===== src/rtl/i2s_tx_frame_serializer.sv =====
// ---------------------------------------------------------------------------
// i2s_tx_frame_serializer
//
// Buffers 24-bit L/R sample pairs from the interpolating FIR path in a small
// FIFO and serialises them as a Philips I2S stream. BCK and WS run free from
// AMCLK_i. An optional 2x decimation keeps every other incoming pair. The
// sticky underrun/overflow flags are exported.
//
// Build option:
//   I2S_TX_UNDERRUN_MUTE_EN  defined     : an underrun frame plays silence
//                            not defined : an underrun frame repeats the last pair
//
// Ports:
//   AMCLK_i          in   audio master clock, sole clock
//   reset_n          in   asynchronous active-low reset (release synchronised upstream)
//   APSDATA_LEFT_i   in   left sample, two's complement
//   APSDATA_RIGHT_i  in   right sample, two's complement
//   APDATA_VALID_i   in   1-cycle strobe, pair on the data inputs is valid
//   downsample_2x    in   1 = accept only every 2nd strobe
//   clr_status_i     in   1-cycle pulse, clears the sticky flags
//   I2S_BCK          out  bit clock
//   I2S_WS           out  word select, 0 = left
//   I2S_DATA         out  serial data, MSB first
//   fifo_level_o     out  current FIFO occupancy
//   underrun_o       out  sticky: a frame started with the FIFO empty
//   overflow_o       out  sticky: a strobe arrived with the FIFO full
// ---------------------------------------------------------------------------
module i2s_tx_frame_serializer #(
    parameter int BCK_DIV    = 4,
    parameter int DATA_W     = 24,
    parameter int SLOT_W     = 32,
    parameter int FIFO_DEPTH = 4
) (
    input  logic                        AMCLK_i,
    input  logic                        reset_n,
    input  logic [DATA_W-1:0]           APSDATA_LEFT_i,
    input  logic [DATA_W-1:0]           APSDATA_RIGHT_i,
    input  logic                        APDATA_VALID_i,
    input  logic                        downsample_2x,
    input  logic                        clr_status_i,
    output logic                        I2S_BCK,
    output logic                        I2S_WS,
    output logic                        I2S_DATA,
    output logic [$clog2(FIFO_DEPTH):0] fifo_level_o,
    output logic                        underrun_o,
    output logic                        overflow_o
);

    localparam int AW = $clog2(FIFO_DEPTH);
    localparam int DW = $clog2(BCK_DIV);
    localparam int BW = $clog2(2*SLOT_W);

    localparam logic [DW-1:0] DIV_LAST = DW'(BCK_DIV-1);
    localparam logic [DW-1:0] DIV_HALF = DW'(BCK_DIV/2);
    localparam logic [BW-1:0] BIT_LAST = BW'(2*SLOT_W-1);
    localparam logic [BW-1:0] SLOT_LEN = BW'(SLOT_W);
    localparam logic [BW-1:0] DATA_LEN = BW'(DATA_W);
    localparam logic [AW:0]   FULL_LVL = (AW+1)'(FIFO_DEPTH);

    // Timing state
    logic [DW-1:0] div_q, div_nxt;
    logic [BW-1:0] bit_q, bit_nxt, k_nxt;
    logic          div_wrap, frame_wrap, in_right, emit;

    // Output registers
    logic bck_q, ws_q, data_q;

    // Sample path
    logic [DATA_W-1:0] l_sh, r_sh, hold_l, hold_r;

    // FIFO
    logic [2*DATA_W-1:0] mem [FIFO_DEPTH];
    logic [2*DATA_W-1:0] head;
    logic [AW:0]         wr_cnt, rd_cnt, level;
    logic                empty, full, pop, push, accept, phase_q;
    logic                ovf_set, unf_set, underrun_q, overflow_q;

    // Everything is evaluated for the "next" bit position, so the registered
    // outputs move together on the cycle BCK falls (divider wrap).
    always_comb begin
        div_wrap   = (div_q == DIV_LAST);
        frame_wrap = div_wrap && (bit_q == BIT_LAST);
        div_nxt    = div_wrap ? '0 : div_q + 1'b1;
        if (frame_wrap)
            bit_nxt = '0;
        else if (div_wrap)
            bit_nxt = bit_q + 1'b1;
        else
            bit_nxt = bit_q;
        in_right = (bit_nxt >= SLOT_LEN);
        k_nxt    = in_right ? bit_nxt - SLOT_LEN : bit_nxt;
        // Slot bit 0 is the one-BCK Philips delay; bits past DATA_W are padding.
        emit     = (k_nxt != '0) && (k_nxt <= DATA_LEN);
    end

    always_comb begin
        level   = wr_cnt - rd_cnt;
        empty   = (level == '0);
        full    = (level == FULL_LVL);
        head    = mem[rd_cnt[AW-1:0]];
        pop     = frame_wrap && !empty;
        accept  = APDATA_VALID_i && (!downsample_2x || !phase_q);
        // A pop in the same cycle frees the slot being written, so a full
        // FIFO still takes the new pair then.
        push    = accept && (!full || pop);
        ovf_set = accept && full && !pop;
        unf_set = frame_wrap && empty;
    end

    always_ff @(posedge AMCLK_i) begin
        if (push)
            mem[wr_cnt[AW-1:0]] <= {APSDATA_LEFT_i, APSDATA_RIGHT_i};
    end

    always_ff @(posedge AMCLK_i or negedge reset_n) begin
        if (!reset_n) begin
            div_q      <= '0;
            bit_q      <= '0;
            bck_q      <= 1'b0;
            ws_q       <= 1'b0;
            data_q     <= 1'b0;
            l_sh       <= '0;
            r_sh       <= '0;
            hold_l     <= '0;
            hold_r     <= '0;
            wr_cnt     <= '0;
            rd_cnt     <= '0;
            phase_q    <= 1'b0;
            underrun_q <= 1'b0;
            overflow_q <= 1'b0;
        end else begin
            div_q <= div_nxt;
            bit_q <= bit_nxt;
            bck_q <= (div_nxt >= DIV_HALF);

            if (div_wrap) begin
                ws_q   <= in_right;
                data_q <= emit ? (in_right ? r_sh[DATA_W-1] : l_sh[DATA_W-1]) : 1'b0;
            end

            // The load coincides with slot bit 0, which never shifts.
            if (pop) begin
                l_sh   <= head[2*DATA_W-1:DATA_W];
                r_sh   <= head[DATA_W-1:0];
                hold_l <= head[2*DATA_W-1:DATA_W];
                hold_r <= head[DATA_W-1:0];
            end else if (frame_wrap) begin
`ifdef I2S_TX_UNDERRUN_MUTE_EN
                l_sh   <= '0;
                r_sh   <= '0;
                hold_l <= '0;
                hold_r <= '0;
`else
                l_sh   <= hold_l;
                r_sh   <= hold_r;
`endif
            end else if (div_wrap && emit) begin
                if (in_right)
                    r_sh <= r_sh << 1;
                else
                    l_sh <= l_sh << 1;
            end

            if (push)
                wr_cnt <= wr_cnt + 1'b1;
            if (pop)
                rd_cnt <= rd_cnt + 1'b1;

            if (!downsample_2x)
                phase_q <= 1'b0;
            else if (APDATA_VALID_i)
                phase_q <= ~phase_q;

            // Set beats clear when both happen in one cycle.
            underrun_q <= unf_set | (underrun_q & ~clr_status_i);
            overflow_q <= ovf_set | (overflow_q & ~clr_status_i);
        end
    end

    assign I2S_BCK      = bck_q;
    assign I2S_WS       = ws_q;
    assign I2S_DATA     = data_q;
    assign fifo_level_o = level;
    assign underrun_o   = underrun_q;
    assign overflow_o   = overflow_q;

endmodule


===== config.mk =====
export PLATFORM = sky130hd
export DESIGN_NAME = i2s_tx_frame_serializer
export DESIGN_NICKNAME = d
export VERILOG_FILES = /design/src/rtl/i2s_tx_frame_serializer.sv
export SDC_FILE = /design/constraint.sdc
export NUM_CORES = 1
export LEC_CHECK = 0
export ABC_AREA = 1
export CORE_UTILIZATION = 55
export CTS_CLUSTER_SIZE = 20
export DETAILED_ROUTE_END_ITERATION = 8
export GPL_TIMING_DRIVEN = 0
export PLACE_DENSITY = 0.73
export REMOVE_ABC_BUFFERS = 1
export SYNTH_ARGS = -nofsm -noshare
export SYNTH_HDL_FRONTEND = slang
export SYNTH_SLANG_ARGS = --single-unit

===== constraint.sdc =====
create_clock -name AMCLK_i -period 4.6 [get_ports AMCLK_i]
set_input_delay 0.69 -clock AMCLK_i [delete_from_list [all_inputs] [get_ports AMCLK_i]]
set_output_delay 0.69 -clock AMCLK_i [all_outputs]
set_load 0.01 [all_outputs]

==> impl_metrics.env <==
export IMPL_grt_max_degree=152
export IMPL_p_leak_nw=6.034
export IMPL_vdd_drop_max_v=0.0003541
export IMPL_grt_overflow=0
export IMPL_rows=56
export IMPL_dp_slack_ps=-628.9
export IMPL_synth_top_cell_area_share=0.4311
export IMPL_synth_area_per_cell_sq_um=10.97
export IMPL_yosysSeqAreaShare=0.6462
export IMPL_power_frac_clock=0.381
export IMPL_netSwitchingPower_mw=1.545
export IMPL_stdcell_count=1584
export IMPL_synth_seq_cells=307
export IMPL_end_kind="flip-flop"
export IMPL_cts_hold_buf=0
export IMPL_hold_slack_ps=120.2
export IMPL_grt_pass1_wl_mm=44.46
export IMPL_clk_path_buf_depth=3
export IMPL_yosys_top_cells_count="218 x nand2_1, 192 x edfxtp_1, 150 x o21ai_0, 115 x dfrtp_1, 103 x nand3_1"
export IMPL_period_needed_ps=4154
export IMPL_yosys_warnings=0
export IMPL_synth_most_common_cell="nand2_1"
export IMPL_crit_end="rd_cnt[2]"
export IMPL_area_delta_synth_final_pct=13.11
export IMPL_synth_edff_count=192
export IMPL_max_freq_ghz=0.2407
export IMPL_yosysUniqueCellTypes=35
export IMPL_first_pass_iters=5
export IMPL_fin_skew_ps=11.34
export IMPL_cp_arrival_ps=4590
export IMPL_antenna_found_initial=0
export IMPL_min_path_type="in -> async"
export IMPL_start_kind="flip-flop"
export IMPL_fin_area_sq_um=15130
export IMPL_dr_first_iter_drc_count=559
export IMPL_path_max_fanout=151
export IMPL_cts_resized=3
export IMPL_rsz0062_at_grt="false"
export IMPL_portBuffers=60
export IMPL_die_w_um=157.9
export IMPL_synthTopCellsByArea="edfxtp_1 43%, dfrtp_1 22%, nand2_1 6.1%, o21ai_0 5.6%, nand3_1 3.9%"
export IMPL_slew_violations=0
export IMPL_grtUsageTotal=0.2264
export IMPL_start_util=0.5648
export IMPL_cts_setup_buffers=0
export IMPL_r2r_cells=9
export IMPL_drive_gt1_frac=0.1107
export IMPL_numCtsBuffers=31
export IMPL_final_core_util=0.6388
export IMPL_chipHeight_um=157.9
export IMPL_dp_hpwl_mm=15.02
export IMPL_period_share=0.9031
export IMPL_cts_tree="done"
export IMPL_switching_share=0.2386
export IMPL_totalWireLength_mm=27.17
export IMPL_setup_tns_ps=0
export IMPL_reg2reg_from="I2S_BCK"
export IMPL_hold_viol=0
export IMPL_relSlewSlack=0.3514
export IMPL_vias_per_cell=5.614
export IMPL_grt_pass1_vias=8577
export IMPL_cts_sinks=307
export IMPL_maxCapViolCount=0
export IMPL_setup_viol=0
export IMPL_clk_latency_ps=550
export IMPL_drc=0
export IMPL_ant_nets=0
export IMPL_fin_ws_ps=445.7
export IMPL_dieArea_sq_um=24950
export IMPL_synth_top_cell_by_area="edfxtp_1"
export IMPL_p_int_mw=4.930
export IMPL_diodes=0
export IMPL_gp_congestion=0.7714
export IMPL_synth_area_sq_um=13380
export IMPL_rr_endpoint="rd_cnt[2]"
export IMPL_pwr_share_seq=0.516
export IMPL_p_comb_frac=0.103
export IMPL_crit_required_ps=5040
export IMPL_wl_per_cell_um=17.15
export IMPL_cts_root_buf="clkbuf_16"
export IMPL_core_area_sq_um=23680
export IMPL_path_clk_slew_ps=60
export IMPL_outcome="completed"
export IMPL_synthArstFlopShare=0.3746
export IMPL_tightestPinTransition_ps=972.9
export IMPL_critPathLaunch="I2S_BCK"
export IMPL_syn_inst=1219
export IMPL_cts_max_level=1
export IMPL_yosys_most_used_dff="edfxtp_1"
export IMPL_finalPower_mw=6.474
export IMPL_nNetsFinal=1303
export IMPL_r2r_slack_ps=450
export IMPL_io_pins=61
export IMPL_vias=8893
export IMPL_place_area_sq_um=14120
export IMPL_setup_worst_path_class="reg -> reg"
export IMPL_cellPowerDensity_nw_per_um2=427.9
export IMPL_placed_cells=1527
## power by group through the flow
stage,combinational (mW),sequential (mW),clock [mW]
detailed placement,0.675,3.40,0
CTS,0.680,3.34,2.50
global placement,0.564,3.43,0
global route,0.729,3.36,2.60
floorplan,0.302,3.41,0
finish,0.668,3.34,2.46
## how the worst min path moves through the flow
stage               startpoint          to  slack, ps
finish                 reset_n   rd_cnt[2]        120
global route           reset_n  hold_l[10]        160
CTS                    reset_n     phase_q        130
detailed placement    div_q[0]    div_q[0]        420
global placement      div_q[0]    div_q[0]        410
floorplan              reset_n     I2S_BCK        390
## flip-flops by register name (all words and copies together) (netlist names)
signal	cells
mem	192
hold_l	24
hold_r	24
l_sh	24
r_sh	24
bit_q	6
rd_cnt	3
wr_cnt	3
I2S_BCK	1
I2S_DATA	1
I2S_WS	1
div_q	1
overflow_o	1
phase_q	1
underrun_o	1
## layer usage
metal  track usage  share of wire  wire length (um)  up-vias
li1              -              -                 -     4253
met3       0.03093          0.045              1227       33
met4       0.04899          0.014               378        0
met2        0.3858           0.49             13430      200
met1        0.3108           0.45             12140     4407
met5             0              0                 0        -
## cell type report
cell class	instances	area, sq um
multi-input cells	754	3980
inverters	78	300.3
clock inverters	14	115.1
fillers	1894	8553
flip-flops and latches	307	8648
repair buffers	69	804.5
well taps	319	399.1
clock buffers	43	882.1
## layout by cell type, fill, tap and decap left out, types with 4 or more instances in the layout
cell type,instances
buf_12,6
clkbuf_1,7
clkbuf_16,32
clkbuf_8,4
clkdlybuf4s50_1,59
clkinv_1,5
clkinv_2,8
dfrtp_1,113
edfxtp_1,192
ha_1,8
inv_1,69
inv_2,5
nand2_1,217
nand2_2,6
nand2_4,7
nand3_1,103
nand3_2,42
nor2_1,98
nor2_4,7
o21ai_0,150
o21ai_1,43
o22ai_1,50
xor2_1,4
## cell families (layout without fill, tap and decap cells)
group	Yosys count	in the layout	synth area share
flops	307	307	0.6462
buf+inv	158	204	0.05968
simple gates	491	491	0.1827
fa+ha+maj	9	9	0.008981
xor+xnor	7	7	0.004584
compound gates	247	247	0.09785
## worst max-delay path: stages, from the launching register on
cell and delay, ps:
dfrtp_1 400, ha_1 640, nand2_4 140, nor2_8 160, nand2_8 430, inv_4 750
nand2_4 520, inv_4 610, nand2_1 150, xnor2_1 160
(Power assumes the default switching activity.)
